### src/rtl/memory_arbiter_if.sv
// rtl/memory_arbiter_if.sv - cache-pair / RAM bundle seen by the memory arbiter
// Purpose: groups the icache, dcache and RAM handshake signals of the arbiter.
// Modports:
//   slave  - the arbiter: takes cache requests and RAM status, drives waits/loads and RAM controls
//   master - the environment (caches + RAM): drives requests and RAM status, observes the rest
interface memory_arbiter_if #(
   parameter int WORD_W = 32
);
   logic              iREN;
   logic [WORD_W-1:0] iaddr;
   logic              iwait;
   logic [WORD_W-1:0] iload;
   logic              dREN;
   logic              dWEN;
   logic [WORD_W-1:0] daddr;
   logic [WORD_W-1:0] dstore;
   logic              dwait;
   logic [WORD_W-1:0] dload;
   logic              ramREN;
   logic              ramWEN;
   logic [WORD_W-1:0] ramaddr;
   logic [WORD_W-1:0] ramstore;
   logic [WORD_W-1:0] ramload;
   logic [1:0]        ramstate;
   logic              merr;

   modport slave (
      input  iREN, iaddr, dREN, dWEN, daddr, dstore, ramload, ramstate,
      output iwait, iload, dwait, dload, ramREN, ramWEN, ramaddr, ramstore, merr
   );

   modport master (
      output iREN, iaddr, dREN, dWEN, daddr, dstore, ramload, ramstate,
      input  iwait, iload, dwait, dload, ramREN, ramWEN, ramaddr, ramstore, merr
   );
endinterface

### src/rtl/memory_arbiter.sv
// rtl/memory_arbiter.sv - shares one RAM port between icache fills and dcache reads/writes
// Purpose: data side wins arbitration; a streak counter forces an instruction grant after
//          STARVE_LIMIT consecutive data grants taken while an instruction request waited.
// Ports:
//   CLK  - clock, rising edge
//   nRST - asynchronous active-low reset
//   bus  - memory_arbiter_if.slave: icache/dcache requests, waits and loads, RAM controls/status
module memory_arbiter #(
   parameter int WORD_W       = 32,
   parameter int STARVE_LIMIT = 4
) (
   input logic             CLK,
   input logic             nRST,
   memory_arbiter_if.slave bus
);
   localparam int            SW         = $clog2(STARVE_LIMIT + 1);
   localparam logic [SW-1:0] LIMIT      = SW'(STARVE_LIMIT);
   localparam logic [1:0]    RAM_ACCESS = 2'd2;
   localparam logic [1:0]    RAM_ERROR  = 2'd3;

   typedef enum logic [1:0] {
      IDLE   = 2'd0,
      IGRANT = 2'd1,
      DGRANT = 2'd2
   } state_t;

   state_t        state_q, state_d;
   logic [SW-1:0] streak_q, streak_d;
   logic          d_pend;
   logic          ram_done;
   logic          ram_err;
   logic          i_starved;

   assign d_pend    = bus.dREN | bus.dWEN;
   assign ram_done  = (bus.ramstate == RAM_ACCESS);
   assign ram_err   = (bus.ramstate == RAM_ERROR);
   assign i_starved = bus.iREN && (streak_q == LIMIT);

   always_ff @(posedge CLK or negedge nRST) begin
      if (!nRST) begin
         state_q  <= IDLE;
         streak_q <= '0;
      end else begin
         state_q  <= state_d;
         streak_q <= streak_d;
      end
   end

   always_comb begin
      state_d  = state_q;
      streak_d = streak_q;
      case (state_q)
         IDLE: begin
            // An idle cycle with no instruction request ends any starvation history.
            if (!bus.iREN) streak_d = '0;
            if (d_pend && !i_starved) begin
               state_d = DGRANT;
               if (bus.iREN && (streak_q != LIMIT)) streak_d = streak_q + 1'b1;
            end else if (bus.iREN) begin
               state_d  = IGRANT;
               streak_d = '0;
            end
         end
         // Leaving on a dropped request is the abort path: no completion is signalled.
         IGRANT:  if (!bus.iREN || ram_done || ram_err) state_d = IDLE;
         DGRANT:  if (!d_pend || ram_done || ram_err) state_d = IDLE;
         default: state_d = IDLE;
      endcase
   end

   always_comb begin
      bus.ramREN   = 1'b0;
      bus.ramWEN   = 1'b0;
      bus.ramaddr  = '0;
      bus.ramstore = '0;
      bus.iwait    = 1'b1;
      bus.iload    = '0;
      bus.dwait    = 1'b1;
      bus.dload    = '0;
      bus.merr     = 1'b0;
      case (state_q)
         IGRANT: begin
            bus.ramaddr = {bus.iaddr[WORD_W-1:2], 2'b00};
            if (bus.iREN) begin
               bus.ramREN = 1'b1;
               bus.merr   = ram_err;
               if (ram_done) begin
                  bus.iwait = 1'b0;
                  bus.iload = bus.ramload;
               end
            end
         end
         DGRANT: begin
            bus.ramaddr = {bus.daddr[WORD_W-1:2], 2'b00};
            // A write wins over a read when both enables are raised together.
            if (bus.dWEN) begin
               bus.ramWEN   = 1'b1;
               bus.ramstore = bus.dstore;
            end else if (bus.dREN) begin
               bus.ramREN = 1'b1;
            end
            if (d_pend) begin
               bus.merr = ram_err;
               if (ram_done) begin
                  bus.dwait = 1'b0;
                  bus.dload = bus.ramload;
               end
            end
         end
         default: ;
      endcase
   end
endmodule

### src/flat_wrapper.sv
// flat-port wrapper written by rule: the top's interface ports become plain ports
module memory_arbiter_flat 
#(
   parameter int WORD_W       = 32,
   parameter int STARVE_LIMIT = 4
)
  (CLK, nRST, bus_iREN, bus_iaddr, bus_dREN, bus_dWEN, bus_daddr, bus_dstore, bus_ramload, bus_ramstate, bus_iwait, bus_iload, bus_dwait, bus_dload, bus_ramREN, bus_ramWEN, bus_ramaddr, bus_ramstore, bus_merr);
  memory_arbiter_if #(.WORD_W(WORD_W)) bus_i ();
  input logic CLK;
  input logic nRST;
  input wire logic [$bits(bus_i.iREN)-1:0] bus_iREN;
  input wire logic [$bits(bus_i.iaddr)-1:0] bus_iaddr;
  input wire logic [$bits(bus_i.dREN)-1:0] bus_dREN;
  input wire logic [$bits(bus_i.dWEN)-1:0] bus_dWEN;
  input wire logic [$bits(bus_i.daddr)-1:0] bus_daddr;
  input wire logic [$bits(bus_i.dstore)-1:0] bus_dstore;
  input wire logic [$bits(bus_i.ramload)-1:0] bus_ramload;
  input wire logic [$bits(bus_i.ramstate)-1:0] bus_ramstate;
  output wire logic [$bits(bus_i.iwait)-1:0] bus_iwait;
  output wire logic [$bits(bus_i.iload)-1:0] bus_iload;
  output wire logic [$bits(bus_i.dwait)-1:0] bus_dwait;
  output wire logic [$bits(bus_i.dload)-1:0] bus_dload;
  output wire logic [$bits(bus_i.ramREN)-1:0] bus_ramREN;
  output wire logic [$bits(bus_i.ramWEN)-1:0] bus_ramWEN;
  output wire logic [$bits(bus_i.ramaddr)-1:0] bus_ramaddr;
  output wire logic [$bits(bus_i.ramstore)-1:0] bus_ramstore;
  output wire logic [$bits(bus_i.merr)-1:0] bus_merr;
  assign bus_i.iREN = bus_iREN;
  assign bus_i.iaddr = bus_iaddr;
  assign bus_i.dREN = bus_dREN;
  assign bus_i.dWEN = bus_dWEN;
  assign bus_i.daddr = bus_daddr;
  assign bus_i.dstore = bus_dstore;
  assign bus_i.ramload = bus_ramload;
  assign bus_i.ramstate = bus_ramstate;
  assign bus_iwait = bus_i.iwait;
  assign bus_iload = bus_i.iload;
  assign bus_dwait = bus_i.dwait;
  assign bus_dload = bus_i.dload;
  assign bus_ramREN = bus_i.ramREN;
  assign bus_ramWEN = bus_i.ramWEN;
  assign bus_ramaddr = bus_i.ramaddr;
  assign bus_ramstore = bus_i.ramstore;
  assign bus_merr = bus_i.merr;
  memory_arbiter #(.WORD_W(WORD_W), .STARVE_LIMIT(STARVE_LIMIT)) u_core (.CLK(CLK), .nRST(nRST), .bus(bus_i));
endmodule
### config.mk
export PLATFORM = sky130hd
export DESIGN_NAME = memory_arbiter_flat
export DESIGN_NICKNAME = d
export VERILOG_FILES = /design/src/rtl/memory_arbiter_if.sv /design/src/rtl/memory_arbiter.sv /design/src/flat_wrapper.sv
export SDC_FILE = /design/constraint.sdc
export NUM_CORES = 1
export LEC_CHECK = 0
export ABC_AREA = 1
export CAP_MARGIN = 10
export CORE_AREA = 2 2 103 105
export CTS_BUF_LIST = sky130_fd_sc_hd__clkbuf_16
export CTS_CLUSTER_DIAMETER = 80
export DETAILED_ROUTE_END_ITERATION = 16
export DIE_AREA = 0 0 105 107
export HOLD_SLACK_MARGIN = 0.02
export REMOVE_ABC_BUFFERS = 1
export SETUP_SLACK_MARGIN = 0.05
export SYNTH_ARGS = -nofsm -noshare
export SYNTH_HDL_FRONTEND = slang
export SYNTH_SLANG_ARGS = --single-unit
### constraint.sdc
create_clock -name CLK -period 1.6 [get_ports CLK]
set_input_delay 0.48 -clock CLK [delete_from_list [all_inputs] [get_ports CLK]]
set_output_delay 0.48 -clock CLK [all_outputs]
set_load 0.02 [all_outputs]
==> results.md <==
| Stage | Item | Value |
|---|---|---|
| cts | Clock H-tree levels | 1 |
| final layout | Fin area | 5100 sq um |
| power | Leakage dissipation | 0.00251 uW |
| placement | Routability congestion estimate from global placement | 0.825 |
| sta | Number of setup violations in the final report | 131 |
| synthesis | Synthesized area divided by synthesized cell count | 4.78 sq um |
| grt | Pin count of the biggest net entering global routing | 34 |
| synthesis | Most numerous cell types in the synthesized netlist | 90 x sky130_fd_sc_hd__nor2_1, 76 x sky130_fd_sc_hd__inv_1, 75 x sky130_fd_sc_hd__nand2_1, 33 x sky130_fd_sc_hd__a21oi_1 |
| power | Design internal power | 2530 uW |
| setup path | Longest individual stage delay on the worst path | 0.38 ns |
| sta | Worst clock skew | 0.00185 ns |
| synthesis | Total of flip-flops plus latches after synthesis | 5 |
| synthesis | Number of instances in the synthesized netlist | 330 |
| setup path | Cell type group with the largest total delay on the critical path | buffers and inverters |
| synthesis | Dominant synthesized flop cell | sky130_fd_sc_hd__dfrtp_1 |
| sta | Worst setup margin | -0.482 ns |
| floorplan | Count of boundary I/O pins | 268 |
| setup path | Slowest stage cell, crit path | sky130_fd_sc_hd__dfrtp_1 |
| cts | Clk slew on worst S/H paths | 0.03 ns |
| final layout | Area taken by flip-flops and latches | 125 sq um |
| final layout | Final Core Density | 50.6% |
| job | Max cap viols | 0 |
| synthesis | Fraction of synthesized cell area taken by the top area cell type | 21.4% |
| power | Maximum resistive drop on vdd | 843 uV |
| synthesis | Fraction of the mapped netlist area in simple logic gates | 48.5% |
| power | Power Density | 943 nW/um^2 |
| sta | Final critical-path share of the clock period | 130% |
| synthesis | Netlist Area Pre-Place | 1580 sq um |
| cts | Clock buffer count from CTS | 3 |
| sta | RSZ-0062 raised after global routing | true |
| final layout | Share of layout cells above drive strength 1 | 43.7% |
| setup path | WP buf/inv | 5 |
| sta | Hold violation count in the final report | 0 |
| power | Part of the power in registers | 4.0% |
| setup path | Critical path fanouts, max | 10 |
| final layout | Synthesis-to-finish area growth | 223% |
| synthesis | Post-synthesis compound-gate area fraction | 11.5% |
| cts | Total of hold buffers inserted after clock tree synthesis | 0 |
| setup path | Cell Chain, Critical Path | inv_2 -> buf_4 -> ha_4 -> inv_4 -> buf_16 -> a21oi_2 -> buf_4 |
| final layout | Combined area of the multi-input logic cells | 1440 sq um |
| floorplan | Initial core utilization | 15.6% |
| sta | Final critical-path required period | 2.08 ns |
| setup path | CP Launch Type | flop |
| grt | Global-route wire length before repair | 16.0 mm |
| cts | Total number of clock tree sinks | 5 |
| final layout | Layout fillers | 1046 |
| routing | Router iterations before antenna repair | 4 |
| synthesis | Largest cells by area after synthesis | sky130_fd_sc_hd__nor2_1 21%, sky130_fd_sc_hd__inv_1 18%, sky130_fd_sc_hd__nand2_1 18% |
| synthesis | Warnings from Yosys | 0 |
| synthesis | Xor and xnor area share after synthesis | 0.555% |
| routing | Number of DRC markers in iteration 0 | 142 |
| grt | Number of antenna violations at the first check in global routing | 0 |
| placement | Buffers on Ports | 261 |
| routing | Via/cell ratio | 4.06 |
| final layout | Ant. Diodes | 0 |
| cts | Worst-Skew Late Latency | 0.23 ns |
| run status | Run status | complete, but fails checks |
| grt | Number of global-route vias before repair | 3067 |
| power | Comb pwr share | 87.5% |
| routing | Post-Route WL | 11.0 mm |
| setup path | Worst EP required | 1.12 ns |
| synthesis | Yosys cell types | 21 |
| setup path | Worst setup EP type | primary output |
| floorplan | Placeable core area | 10100 sq um |
| synthesis | Cell type with the highest aggregate area in the netlist | sky130_fd_sc_hd__nor2_1 |
| synthesis | Fraction of registers with async set or reset after synthesis | 100% |
| setup path | Top cell by count, worst path | sky130_fd_sc_hd__buf_4 |
| synthesis | Synth Area in Adders | 3.97% |
| cts | Clock tree from TritonCTS | built |
| synthesis | Post-synthesis sequential area ratio | 7.93% |
| power | Switching share of power | 47.5% |
| synthesis | Largest family of logic cells by synthesized area | simple AND/OR/NAND/NOR gates |
| power | P_sw | 2280 uW |
| sta | Final number of max-transition violations | 0 |
| floorplan | Area of the die | 11200 sq um |
| routing | Post-detailed-route DRC marker count | 0 |
| sta | Max Clock Freq | 480 MHz |
| setup path | Crit Path Category | flop to primary output |
| setup path | Arrival time of the worst setup path | 1.60 ns |
| cts | Clock Tree Buf Depth | 2 |
| floorplan | Die span in y | 107 microns |
| synthesis | Count leader, synth | sky130_fd_sc_hd__nor2_1 |
| grt | Overall Global Routing Usage | 17.4% |
| routing | Post-detailed-route wirelength per cell | 14.6 microns |
| synthesis | Number of enable flip-flop cells after synthesis | 0 |
| power | Relative contribution of the clock network to total power | 8.5% |
| routing | Number of nets still failing antenna checks after routing | 0 |
| worst hold path | Worst min-delay path category | input pin to async pin |
| final layout | Total number of nets in the final design | 756 |
| cts | Clock Root Buffer | sky130_fd_sc_hd__clkbuf_16 |
| placement | Half-perimeter wire length of the detailed placement result | 8.01 mm |
| synthesis | Mux contribution to synthesized area | 0% |
| floorplan | Row Count | 37 |
| run status | Failing checks | negative setup slack |
| routing | Overall via count from detail_route | 3048 |
| floorplan | Width of the chip | 105 microns |
| placement | Post-DP Area | 4460 sq um |
| grt | Final global-route overflow total | 0 |
-- through the flow --
step	setup TNS (ns)	power (uW)	hold slack (ns)	instances	setup WS [ns]
CTS	-55.67	4220	0.494	745	-0.484
global placement	-121.95	3310	0.489	729	-1.03
finish	-53.37	4810	0.484	751	-0.482
detailed placement	-123.76	3350	0.520	729	-1.07
floorplan	-103.53	1590	0.184	310	-1.10
global route	-61.41	5080	0.519	751	-0.547
-- layout make-up --
cell class	instances	share of cell area, %
Clock inverter	1	0.0736
Multi-Input combinational cell	229	28.1
Inverter	76	5.64
Clock buffer	3	1.47
Sequential cell	5	2.45
Tap cell	136	3.33
Timing Repair Buffer	301	58.9
-- flip-flops by register name, indices dropped and copies added (netlist names) --
signal / count
u_core.state_q: 2
u_core.streak_q: 3
-- cells in the final DEF, fill, tap and decap left out, types with 7 or more instances in the layout --
cell type and n:
sky130_fd_sc_hd__nor2_2 33, sky130_fd_sc_hd__nor2_1 50, sky130_fd_sc_hd__clkdlybuf4s50_1 125, sky130_fd_sc_hd__buf_2 31, sky130_fd_sc_hd__nand2_1 71, sky130_fd_sc_hd__inv_1 73
sky130_fd_sc_hd__buf_12 9, sky130_fd_sc_hd__nor2_4 17, sky130_fd_sc_hd__a21oi_2 21, sky130_fd_sc_hd__clkbuf_16 7, sky130_fd_sc_hd__buf_6 58, sky130_fd_sc_hd__a21oi_4 8
sky130_fd_sc_hd__buf_4 60
-- metal layers --
| metal | up-vias | routed length, microns | track usage [%] | part of all wire, % |
|---|---|---|---|---|
| met5 | - | 0 | 0 | 0 |
| met2 | 136 | 5760 | 32.6 | 53 |
| met3 | 21 | 772 | 3.83 | 7.0 |
| met1 | 1375 | 4200 | 20.2 | 38 |
| met4 | 0 | 233 | 3.90 | 2.1 |
| li1 | 1516 | - | - | - |
-- kinds of logic (layout without fill, tap and decap cells) --
| group | after synthesis | count (layout) |
|---|---|---|
| xor gates and xnor gates | 1 | 1 |
| AOI/OAI and AO/OA | 36 | 36 |
| adders and majority gates | 5 | 5 |
| DFF | 5 | 5 |
| and+or+nand+nor | 185 | 185 |
| buffers and inverters | 97 | 381 |
| other | 1 | 2 |
-- timing repair --
item | 4_1_cts | 5_1_grt
setup buffers | 7 | 2
cloned | 5 | 4
pin swaps | 6 | 4
endpoints found under the setup margin | 134 | 133
endpoints found under the hold margin | 0 | 0
gates resized for setup | 696 | 113
-- worst paths after layout --
path	start	slack, ns	to	cells after the start
max reg2reg	u_core.state_q[0]	0	u_core.state_q[0]	11
max in group asynchronous	nRST	0.92	u_core.streak_q[0]	1
min reg2reg	u_core.streak_q[0]	0.53	u_core.streak_q[0]	1
min in group CLK	u_core.streak_q[0]	0.53	u_core.streak_q[0]	1
min	nRST	0.48	u_core.state_q[1]	1
max	u_core.state_q[1]	-0.48	bus_ramaddr[21]	7
-- worst reg2reg max path, stage by stage, from the launching register on --
cell                      delay, ns
sky130_fd_sc_hd__dfrtp_1       0.38
sky130_fd_sc_hd__buf_6         0.13
sky130_fd_sc_hd__ha_4          0.15
sky130_fd_sc_hd__buf_4         0.13
sky130_fd_sc_hd__buf_12        0.14
sky130_fd_sc_hd__nand2_2       0.07
sky130_fd_sc_hd__buf_4         0.10
sky130_fd_sc_hd__nand3_1       0.09
sky130_fd_sc_hd__nand2_2       0.10
sky130_fd_sc_hd__nand2_1       0.06
sky130_fd_sc_hd__nand2_1       0.07
sky130_fd_sc_hd__nand2_1       0.05
-- power groups by stage --
stage	Clock, uW	Combinational, uW	Sequential (uW)
after CTS	412	3610	195
after global placement	0	3120	190
after global routing	419	4470	197
after detailed placement	0	3160	193
after floorplan	0	1400	187
final	408	4210	194
No activity file was read; power rests on OpenSTA's default activity.
